## config.mk

```make
export PLATFORM = sky130hd
export DESIGN_NAME = alu_unit
export DESIGN_NICKNAME = d
export VERILOG_FILES = /design/src/rtl/alu_unit.sv
export SDC_FILE = /design/constraint.sdc
export NUM_CORES = 1
export LEC_CHECK = 0
export ABC_AREA = 1
export CAP_MARGIN = 30
export CELL_PAD_IN_SITES_DETAIL_PLACEMENT = 1
export CELL_PAD_IN_SITES_GLOBAL_PLACEMENT = 2
export CORE_MARGIN = 5
export CORE_UTILIZATION = 27
export CTS_CLUSTER_SIZE = 16
export DETAILED_ROUTE_END_ITERATION = 10
export PLACE_DENSITY_LB_ADDON = 0.08
export SLEW_MARGIN = 20
export SYNTH_ARGS = -nofsm -noshare
export SYNTH_HDL_FRONTEND = slang
export SYNTH_SLANG_ARGS = --single-unit
```

## constraint.sdc

```tcl
create_clock -name clk -period 0.84 [get_ports clk]
set_input_delay 0.126 -clock clk [delete_from_list [all_inputs] [get_ports clk]]
set_output_delay 0.126 -clock clk [all_outputs]
set_load 0.05 [all_outputs]
```

## src/rtl/alu_unit.sv

```systemverilog
// alu_unit: registered N-bit ALU with carry/overflow/negative/zero flags.
// One operation per enabled cycle. Result and flags appear one edge after
// the inputs are sampled, and they hold while en is low.
module alu_unit #(
  parameter int N = 32
) (
  input  logic         clk,
  input  logic         rst,
  input  logic         en,
  input  logic [2:0]   opcode,
  input  logic [N-1:0] operandA,
  input  logic [N-1:0] operandB,
  output logic [N-1:0] result,
  output logic         C_Flag,
  output logic         O_Flag,
  output logic         N_Flag,
  output logic         Z_Flag
);

  localparam int SHW = $clog2(N);

  localparam logic [2:0] OP_SUB = 3'b000;
  localparam logic [2:0] OP_ADD = 3'b001;
  localparam logic [2:0] OP_AND = 3'b010;
  localparam logic [2:0] OP_OR  = 3'b011;
  localparam logic [2:0] OP_XOR = 3'b100;
  localparam logic [2:0] OP_SLL = 3'b101;
  localparam logic [2:0] OP_SRL = 3'b110;
  localparam logic [2:0] OP_SRA = 3'b111;

  logic [SHW-1:0]      shamt;
  logic [N-1:0]        b_eff;
  logic                cin;
  logic [N:0]          sum_ext;
  logic signed [N-1:0] sra_res;

  logic [N-1:0] result_d, result_q;
  logic         c_d, c_q;
  logic         o_d, o_q;
  logic         n_d, n_q;
  logic         z_d, z_q;

  // Only the low log2(N) bits of B select the shift distance.
  assign shamt = operandB[SHW-1:0];

  // SUB reuses the adder as A + ~B + 1, so its carry-out means "no borrow".
  assign b_eff   = (opcode == OP_SUB) ? ~operandB : operandB;
  assign cin     = (opcode == OP_SUB);
  assign sum_ext = {1'b0, operandA} + {1'b0, b_eff} + {{N{1'b0}}, cin};
  assign sra_res = $signed(operandA) >>> shamt;

  // Next-state result and flags, purely from the current inputs.
  always_comb begin
    result_d = '0;
    c_d      = 1'b0;
    o_d      = 1'b0;
    case (opcode)
      OP_SUB, OP_ADD: begin
        result_d = sum_ext[N-1:0];
        c_d      = sum_ext[N];
        // Signed overflow: both adder inputs share a sign the sum lacks.
        o_d      = (operandA[N-1] == b_eff[N-1]) &&
                   (sum_ext[N-1] != operandA[N-1]);
      end
      OP_AND:  result_d = operandA & operandB;
      OP_OR:   result_d = operandA | operandB;
      OP_XOR:  result_d = operandA ^ operandB;
      OP_SLL:  result_d = operandA << shamt;
      OP_SRL:  result_d = operandA >> shamt;
      OP_SRA:  result_d = sra_res;
      default: result_d = '0;
    endcase
    n_d = result_d[N-1];
    z_d = (result_d == '0);
  end

  // Output register: async clear, capture on en, otherwise hold.
  always_ff @(posedge clk or posedge rst) begin
    if (rst) begin
      result_q <= '0;
      c_q      <= 1'b0;
      o_q      <= 1'b0;
      n_q      <= 1'b0;
      z_q      <= 1'b0;
    end else if (en) begin
      result_q <= result_d;
      c_q      <= c_d;
      o_q      <= o_d;
      n_q      <= n_d;
      z_q      <= z_d;
    end
  end

  assign result = result_q;
  assign C_Flag = c_q;
  assign O_Flag = o_q;
  assign N_Flag = n_q;
  assign Z_Flag = z_q;

endmodule

```

==> summary.md, run 1 <==
| Metric | Value |
|---|---|
| Status | finished with violations |
| Violated checks | setup timing |
| Rows | 68 |
| Critical path class | in -> reg |
| Crit-path max FO | 8 |
| Maximum VDD drop | 1380 uV |
| Maximum root-to-sink buffer count | 2 |
| CTS Hold Buffers Added | 0 |
| Cell Area, Synth | 9530 um^2 |
| Nets | around 2.4k |
| CTS tree | built |
| Post-route ant nets | 0 |
| Die width | 198 um |
| Via density | about 5.2 |
| Clock skew | 0 ns |
| Placed wire-length estimate | slightly above 50000 um |
| Highest Clock Rate | 361 MHz |
| Overflow after GRT | 0 |
| Io pins | between 100 and 150 |
| Final Cell Area | around 18000 um^2 |
| Synth area leaders | nand2_1 (20%), nand3_1 (17%), ha_1 (13%), dfrtp_1 (9.2%), inv_1 (6.4%) |
| Clock slew at reported path FFs | 0.06 ns |
| Worst path bufs/invs | 4 |
| Synth Register Bits | 35 |
| Placed Area | ~15000 um^2 |
| Hold Violations, Final | 0 |
| Count of cell types in the netlist | 51 |
| Final min period | 2.77 ns |
| Drt initial violations | about 870 |
| Syn_area_per_cell | roughly 5.6 um^2 |
| Port Buffer Count | between 100 and 150 |
| Mapped Cells | about 1.7k |
| Clk_lat worst skew | 0.28 ns |
| Hold crit path type | in -> async |
| Die area | a little under 40000 um^2 |
| Syn nets | ~1.9k |
| Drt wl/cell | between 20 and 25 um |
| Fin. max-slew vios | 0 |
| Crit path required time | 1.07 ns |
| Critical path cell sequence | buf_8, nor2_8, nand2_8, buf_12, xor2_1, ha_1, nand2_1, nand2_1, nand2_1, nand3_2, buf_6, buf_6, o21ai_2, a21oi_1, nand3b_1, nor2_1, nand4_1, nor2_1, nand2_1, nand2_1 |
| Slew @ Worst Pin | just under 0.5 ns |
| Slew HR | between 60% and 70% |
| Max incr delay on CP | about 0.35 ns |
| Fin Hold WS | 0.252 ns |
| CP max stage cell | ha_1 |
| Drt drc | 0 |
| Post-synthesis adder-cell area fraction | a little over an eighth |
| Clock root cell | clkbuf_16 |
| Synth Area in Simple Gates | 50.1% |
| Top cell type's share of synthesized area | about a fifth |
| Synth Area in Compound Gates | around 12% |
| Initial Util | roughly 27% |
| Crit path DAT | roughly 3 ns |
| Maxcap violations | 0 |
| Setup ws final | -1.93 ns |
| P&R area growth vs syn | 85.3% |
| Period utilization | 329% |
| PD cells | around 1100 nW/um^2 |
| Inserted Diodes | 0 |
| Largest net degree at the start of global routing | 40 |
| Ys Warns | 0 |
| Core Area | 34700 um^2 |
| Global-route wire length before repair | between 80000 and 90000 um |
| Worst Setup End Kind | register |
| Sequential-to-total area share from yosys stat | ~9.2% |
| Final setup viols | slightly above 70 |
| Mux cell area share after synthesis | 0.105% |
| GP Congestion | 1.01 |
| Via count | between 10k and 15k |
| All-layer global routing usage | 30.0% |
| Cell taking the most area after synthesis | nand2_1 |
| Initial antenna violation count | 0 |
| Chip Height | just under 200 um |
| LEAKAGE | roughly 9 nW |
| Layout cells sized above 1 | about 44% |
| Clk sinks | 35 |
| Main combinational cell family by area after synthesis | simple AND/OR/NAND/NOR gates |
| Number of global-route vias before repair | around 15k |
| Cts bufs inserted | 5 |
| H-Tree Depth | 2 |
| TritonRoute pass-1 iters | 5 |
| Synth Area in XOR/XNOR | roughly 3.3% |
| Startpoint types | input port |
| Crit-path most repeated cell | nand2_1 |
| Family with the most delay on the worst path | simple AND/OR/NAND/NOR gates |
| RSZ-0062 raised after global routing | yes |
| Final wirelength | around 63000 um |
-- layer usage --
layer / track usage (%) / wire (um)
met1: 40.0 / 27900
met2: 49.6 / 29500
met5: 0 / 0
met3: 4.24 / 3390
met4: 10.1 / 2450
-- Yosys cell counts, drive strengths merged --
cell type	instances
xor2	34
clkbuf	18
o21bai	6
or2	4
a21boi	1
a31oi	14
mux2i	1
o211ai	18
o31ai	1
dfrtp	35
xnor2	2
a21oi	65
fa	1
nor4	1
clkinv	1
and2	8
nor2	125
nand3	347
nor3	14
nand2	553
o2111ai	3
o21ai	74
inv	172
and3	1
nand3b	5
ha	99
a21o	3
nand4	13
o21a	3
a211oi	7
a221oi	5
buf	61
-- power by group --
part           switching [mW]  leakage, nW  total [mW]  internal (mW)
combinational            8.50         8.48        15.3           6.80
clock                   0.729       0.0868        2.20           1.48
sequential              0.340        0.430        2.29           1.95
-- cell families after synthesis --
kind of cell / count (synthesis)
DFF: 35
adders and majority gates: 100
and+or+nand+nor: 1071
xor gates and xnor gates: 36
muxes: 1
buffers and inverters: 252
AOI/OAI and AO/OA: 200
-- worst reg2reg max path, cell delays in order (launching register included) --
cell and delay, ns:
dfrtp_1 0.45, buf_4 0.16, nor2_1 0.18, a31oi_4 0.04
-- path summary, 6_finish.rpt --
check | from | end | slack, ns | cells past startpoint
min in group clk | result[5]$_DFFE_PP0P_ | result[5]$_DFFE_PP0P_ | 0.54 | 2
setup reg to reg | result[30]$_DFFE_PP0P_ | result[30]$_DFFE_PP0P_ | -0.12 | 3
hold reg to reg | result[5]$_DFFE_PP0P_ | result[5]$_DFFE_PP0P_ | 0.54 | 2
setup / recovery | opcode[1] | Z_Flag$_DFFE_PP0P_ | -1.93 | 20
max in group asynchronous | rst | result[21]$_DFFE_PP0P_ | 0.44 | 3
hold / removal | rst | result[4]$_DFFE_PP0P_ | 0.25 | 3
-- flip-flops by register name (all words and copies together), names as in the netlist --
name and flops:
C_Flag 1, O_Flag 1, result 32, Z_Flag 1
-- area by class of cell --
cell class              instances  area [um^2]
flip-flops and latches         35          880
fillers                      4426        17000
well taps                     455          569
repair buffers                640         5940
clock buffers                   6          139
multi-input cells            1408         9420
clock inverters                 2         35.0
inverters                     173          688
-- metrics by stage --
| step | std cells | total power [mW] | setup WS, ns | setup TNS (ns) | util (%) |
|---|---|---|---|---|---|
| 4_1_cts | 2696 | 18.3 | -1.82 | -55.42 | 48.0 |
| 3_5_place_dp | 2625 | 14.3 | -3.06 | -80.57 | 42.4 |
| 2_1_floorplan | 1695 | 7.71 | -1.67 | -45.98 | - |
| 3_3_place_gp | 2625 | 14.1 | -3.03 | -78.05 | 42.4 |
| 5_1_grt | 2719 | 20.8 | -2.03 | -62.96 | 50.9 |
| 6_report | 2719 | 19.8 | -1.93 | -59.28 | 50.9 |
-- cell usage in the layout, fill, tap and decap left out, types with 6 or more instances in the layout --
cell	count
buf_4	441
nand2_1	401
nand3_1	270
inv_1	135
nand2_2	107
ha_1	83
nor2_1	74
buf_6	74
nand3_2	54
buf_12	52
nand2_4	43
a21oi_1	38
o21ai_0	38
dlygate4sd2_1	38
dfrtp_1	32
nor2_2	32
inv_2	28
xor2_1	28
nand3_4	23
a21oi_2	20
nor2_4	18
o211ai_1	18
o21ai_1	18
clkdlybuf4s50_1	15
nand4_1	13
o21ai_2	13
ha_4	11
a31oi_1	8
nor3_4	7
a21oi_4	7
a211oi_1	7
and2_1	7
inv_4	6
-- timing repair --
action,4_1_cts,5_1_grt
buffers inserted,65,23
endpoints found under the hold margin,0,0
pin swaps,106,90
cloned,2,0
endpoints found under the setup margin,71,71
gates resized for setup,422,186
Note: power is estimated with default switching activity, not from simulation.
==> run 2, diff against run 1 <==
--- a/config.mk
+++ b/config.mk
@@ -9,11 +9,10 @@
 export CAP_MARGIN = 30
 export CELL_PAD_IN_SITES_DETAIL_PLACEMENT = 1
 export CELL_PAD_IN_SITES_GLOBAL_PLACEMENT = 2
-export CORE_MARGIN = 5
 export CORE_UTILIZATION = 27
 export CTS_CLUSTER_SIZE = 16
 export DETAILED_ROUTE_END_ITERATION = 10
-export PLACE_DENSITY_LB_ADDON = 0.08
+export PLACE_DENSITY = 0.87
 export SLEW_MARGIN = 20
 export SYNTH_ARGS = -nofsm -noshare
 export SYNTH_HDL_FRONTEND = slang
==> run 2 against run 1 <==
Net effect:
- the flow still finishes with violations (setup timing)
- clock power barely moved
- flip-flop and latch count stayed put
- final cell count fell by 1.5%
- clock skew is the same
- fmax down 16%
- register-to-register slack barely moved
- sequential power barely moved
- setup slack lost 0.53 ns
- worst hold slack better by 0.0096 ns
- critical path depth increased by 1
- non-clock buffer count shrank 42
- die area down 7.9%
- critical endpoint unchanged
- largest cell class unchanged
==> summary.md, run 2 (synthesized netlist as in run 1, its figures left out) <==
| Metric | Value |
|---|---|
| Final min period | 3.30 ns |
| Hold crit path type | in -> async |
| CP max stage cell | clkdlybuf4s15_1 |
| Io pins | approximately 110 |
| Commonest non-fill, non-tap cell in the layout | buf_4 |
| Number of global-route vias before repair | ~16k |
| H-Tree Depth | 2 |
| PD cells | 1170 nW/um^2 |
| Status | finished with violations |
| Switching part of the total | between 50% and 60% |
| RSZ-0062 raised after global routing | yes |
| Clock root cell | clkbuf_16 |
| Critical path cell sequence | clkdlybuf4s15_1, inv_1, xor2_2, ha_4, nand2_4, nor2_4, buf_4, buf_4, a21oi_4, nand2_2, nand3b_1, nand2_1, nand2_1, nand2_1, nand2_2, nand2_2, nor2_2, nand3_1, nor2_1, nand2_1, nand2_1 |
| Final Cell Area | 17500 um^2 |
| Crit-path max FO | 4 |
| Highest Clock Rate | around 300 MHz |
| Drt drc | 0 |
| Initial Util | 27.5% |
| Global-route wire length before repair | about 92000 um |
| GP Congestion | about 1.1 |
| Post-Place Setup Slack | -2.72 ns |
| Cts bufs inserted | 5 |
| Core Area | ~35000 um^2 |
| Port Buffer Count | ~110 |
| Clock skew | 0 ns |
| Initial antenna violation count | 3 |
| Crit path DAT | around 3.5 ns |
| Period utilization | 393% |
| Multi-input gate area | about 9600 um^2 |
| Cell-internal power | around 10 mW |
| Violated checks | setup timing |
| Placed insts | ~2.6k |
| Clk_lat worst skew | approximately 0.28 ns |
| Design Power | 20.5 mW |
| Crit-path most repeated cell | nand2_1 |
| Die width | 190 um |
| Final wirelength | ~74000 um |
| Largest net degree at the start of global routing | 36 |
| Setup ws final | -2.46 ns |
| Slew @ Worst Pin | just over 0.8 ns |
| TritonRoute pass-1 iters | 6 |
| Clock power frac | around a tenth |
| All-layer global routing usage | between 30 and 40% |
| Placed Area | between 10000 and 15000 um^2 |
| Critical path class | in -> reg |
| Layout cells sized above 1 | a little under half |
| Slew HR | 45.2% |
| Via density | 5.91 |
| Final setup viols | 71 |
| Die area | approximately 36000 um^2 |
| Post-route ant nets | 0 |
| Crit path required time | between 1 and 1.5 ns |
| Rows | a little under 70 |
| Psw | 10.5 mW |
| Post-route insts no fill | around 2.7k |
| Drt initial violations | ~1.7k |
| CTS Hold Buffers Added | 0 |
| Clock slew at reported path FFs | 0.06 ns |
| Placed wire-length estimate | about 47000 um |
| Maximum VDD drop | ~1100 uV |
| Max incr delay on CP | 0.47 ns |
| Register area | about 880 um^2 |
| Hold Violations, Final | 0 |
| Maxcap violations | 0 |
| Inserted Diodes | 0 |
| Fin. max-slew vios | 0 |
| Max reg flops | 32 |
| Reg power frac | between 10% and 20% |
| Chip Height | between 150 and 200 um |
| CTS tree | built |
| LEAKAGE | about 9 nW |
| Clk sinks | 35 |
| Most frequent cells in the layout | buf_4 (418), nand2_1 (376), nand3_1 (260) |
| Maximum root-to-sink buffer count | 2 |
| Drt wl/cell | between 20 and 30 um |
| P&R area growth vs syn | 83.6% |
| Via count | between 15k and 20k |
| Nets | roughly 2.4k |
| Worst Setup End Kind | register |
| Combinational fraction of design power | between 70% and 80% |
| Startpoint types | input port |
| Overflow after GRT | 0 |
| Number of fillers in the final layout | 4360 |
-- run 2: cell types whose count changed in the layout (fill, tap and decap cells not counted), sizes merged --
cell | before | now
dlygate4sd2 | 38 | 48
clkdlybuf4s15 | 9 | 2
clkdlybuf4s50 | 15 | 10
bufbuf | 0 | 2
clkbuf | 7 | 6
dlymetal6s2s | 0 | 2
clkinv | 2 | 3
buf | 577 | 533
-- run 2: path summary, 6_finish.rpt --
check,startpoint,to,slack (ns),cells past startpoint
max,operandB[10],Z_Flag$_DFFE_PP0P_,-2.46,21
min,rst,O_Flag$_DFFE_PP0P_,0.26,3
max reg2reg,result[31]$_DFFE_PP0P_,result[31]$_DFFE_PP0P_,-0.11,3
min reg2reg,result[8]$_DFFE_PP0P_,result[8]$_DFFE_PP0P_,0.54,2
max in group asynchronous,rst,result[31]$_DFFE_PP0P_,0.37,3
min in group clk,result[8]$_DFFE_PP0P_,result[8]$_DFFE_PP0P_,0.54,2
-- run 2: metal layers --
layer / GRT usage (%) / part of all wire [%] / vias to the layer above
met5: 0 / 0.048 / -
met3: 4.11 / 11 / 459
li1: - / - / 6646
met1: 40.7 / 36 / 7554
met4: 24.2 / 10 / 6
met2: 54.8 / 43 / 1144
-- run 2: per-stage QoR --
step	TNS [ns]	hold slack (ns)	util, %
floorplan	-45.98	0.0730	-
global placement	-74.37	0.528	41.2
detailed placement	-77.57	0.532	41.2
CTS	-54.90	0.283	46.7
global route	-71.10	0.280	50.6
finish	-70.32	0.262	50.6
-- run 2: what timing repair did --
item                       4_1_cts  5_1_grt
pin swaps                      124      114
buffers inserted                62       37
gates cloned                     6        0
setup endpoints to repair       71       71
resized for setup              402      252
-- run 2: final cells by class --
type	count	share of cell area, %
Clock buffer	5	0.715
Clock inverter	3	0.250
Inverter	173	3.90
Multi-Input combinational cell	1408	55.1
Sequential cell	35	5.01
Tap cell	455	3.25
Timing Repair Buffer	598	31.8
-- run 2: worst max-delay path: cells and delay by family --
kind                     cells  cell delay, ns
buffers and inverters        4            0.94
AND/OR/NAND/NOR             14            1.46
AO/OA/AOI/OAI                1            0.17
XOR/XNOR                     1            0.47
adder cells (fa/ha/maj)      1            0.32
-- run 2: power groups by stage --
stage	Sequential (mW)	Clock, mW	Combinational, mW
final	2.29	2.18	16.1
after global routing	2.31	2.25	16.5
after CTS	2.27	2.17	13.2
after detailed placement	2.33	0	11.5
after global placement	2.29	0	11.1
after floorplan	3.04	0	4.67
==> variant (flow settings as in run 2) <==
Remove the case item `OP_SRL` of the case on `opcode`.
--- a/src/rtl/alu_unit.sv
+++ b/src/rtl/alu_unit.sv
@@ -67,5 +67,4 @@
       OP_XOR:  result_d = operandA ^ operandB;
       OP_SLL:  result_d = operandA << shamt;
-      OP_SRL:  result_d = operandA >> shamt;
       OP_SRA:  result_d = sra_res;
       default: result_d = '0;
Check against the original RTL: not equivalent (a bounded check fails within 4 cycles, from zero or initial values and one cycle with rst high).
==> variant against run 2 <==
- the flow still finishes with violations (negative setup slack)
- worst setup slack better by 2.0 ps
- global-route usage decreased by 0.27 points
- maximum frequency hardly changed
- combinational power rose by 4%
- routed wire length shrank 0.14%
- power rose by 3.9%
- cell area is 0.70% higher
- sequential cell count unchanged
- critical path depth is 5 lower
- sequential power is 2% lower
- count of clock-buffer cells in the layout grew 1
- sequential share of layout area about the same
- area after synthesis decreased by 3.5%
- largest cell class unchanged
==> variant: results (changes against run 2) <==
| Metric | Value |
|---|---|
| CP Capture Point | result[21] |
| First-pass GRT wire length | 91.0 mm (-1.3%) |
| # Post-CTS Setup Buffers | 58 (-6.5%) |
| Pwr Density | 1210 nW/um^2 (+3.2%) |
| Worst skew pair latency | 310 ps (+30 ps) |
| Final Net Count | 2360 (-1.3%) |
| Violated checks | negative setup slack |
| Final GP Congestion | 1.01 (-4.1%) |
| Post-synthesis net count | 1805 (-3.2%) |
| Wire per inst | 28.1 um (+1.3%) |
| Crit path from | operandB[17] |
| Sequential area share after synthesis | 0.0952 (+0.00330) |
| Worst r2r src | result[27] |
| Syn_area_per_cell | 5.63 sq um (+0.14%) |
| Static Leakage | 8.65 nW (-2.2%) |
| Status | finished, violations left |
| Cell Count Post-Placement | 2524 (-1.9%) |
| Setup ws final | -2460 ps (+2.01 ps) |
| Worst-path clk slew | 80 ps (+20 ps) |
| CTS resizes | 366 (-9.0%) |
| Setup TNS | -68760 ps (+1570 ps) |
| Place WS | -2940 ps (-222 ps) |
| Largest net degree at the start of global routing | 68 (+89%) |
| R2r endpoint | result[27] |
| Setup Viol. Count Final | 71 (unchanged) |
| Synth top cells by count | nand2_1 (437), nand3_1 (364), nor2_1 (165) |
| DRT iter0 DRCs | 1830 (+7.9%) |
| Vias/cell | 6.09 (+3.2%) |
| Internal power | 10.5 mW (+5.2%) |
| Worst slew pin tran | 821 ps (+0.105 ps) |
[variant: cell types whose count changed after synthesis, sizes merged, moves of 8 or more]
| cell | before | now |
|---|---|---|
| a221oi | 5 | 13 |
| nand2 | 553 | 467 |
| a31oi | 14 | 24 |
| inv | 172 | 145 |
| o21ai | 74 | 61 |
| o211ai | 18 | 7 |
| nand3 | 347 | 369 |
| nor2 | 125 | 167 |
[variant: routing by layer]
metal | wire length (um) | global-route usage | vias to the layer above
met5 | 13 | 0 | -
met4 | 7470 | 0.212 | 2
met3 | 7640 | 0.0574 | 556
met2 | 33300 | 0.575 | 1214
met1 | 25700 | 0.380 | 7756
li1 | - | - | 6548
[variant: layout make-up]
cell class	count	area, sq um
well taps	448	561
clock buffers	6	139
repair buffers	629	5910
fillers	4182	15900
multi-input cells	1371	9530
clock inverters	2	35.0
inverters	147	574
diodes	1	2.50
flip-flops and latches	35	880
[variant: logic make-up (layout without fill, tap and decap cells)]
kind of cell,Yosys count,count (layout),synth area share
flops,35,35,0.0952
mux,1,1,0.00109
other cells,0,1,0
xor+xnor,33,33,0.0314
simple gates,1045,1045,0.502
buf+inv,228,784,0.110
compound gates,191,191,0.122
fa+ha+maj,101,101,0.138
[variant: how the worst min path moves through the flow]
stage / start / end / slack [ps]
global placement: result[17] / result[17] / 530
CTS: rst / result[18] / 230
detailed placement: rst / result[31] / 530
finish: rst / result[23] / 210
global route: rst / result[18] / 250
floorplan: rst / C_Flag / 70
[variant: critical path, cell delays in order]
cell           delay (ps)
dlygate4sd2_1         420
inv_1                 310
xor2_4                280
ha_1                  380
nand2_1               120
nor2_2                230
inv_1                 120
nor2_1                280
nand2_1               210
nand2_2               160
xor2_2                250
nor2_2                100
nor2_2                140
buf_4                 150
buf_4                 100
o21ai_0                60
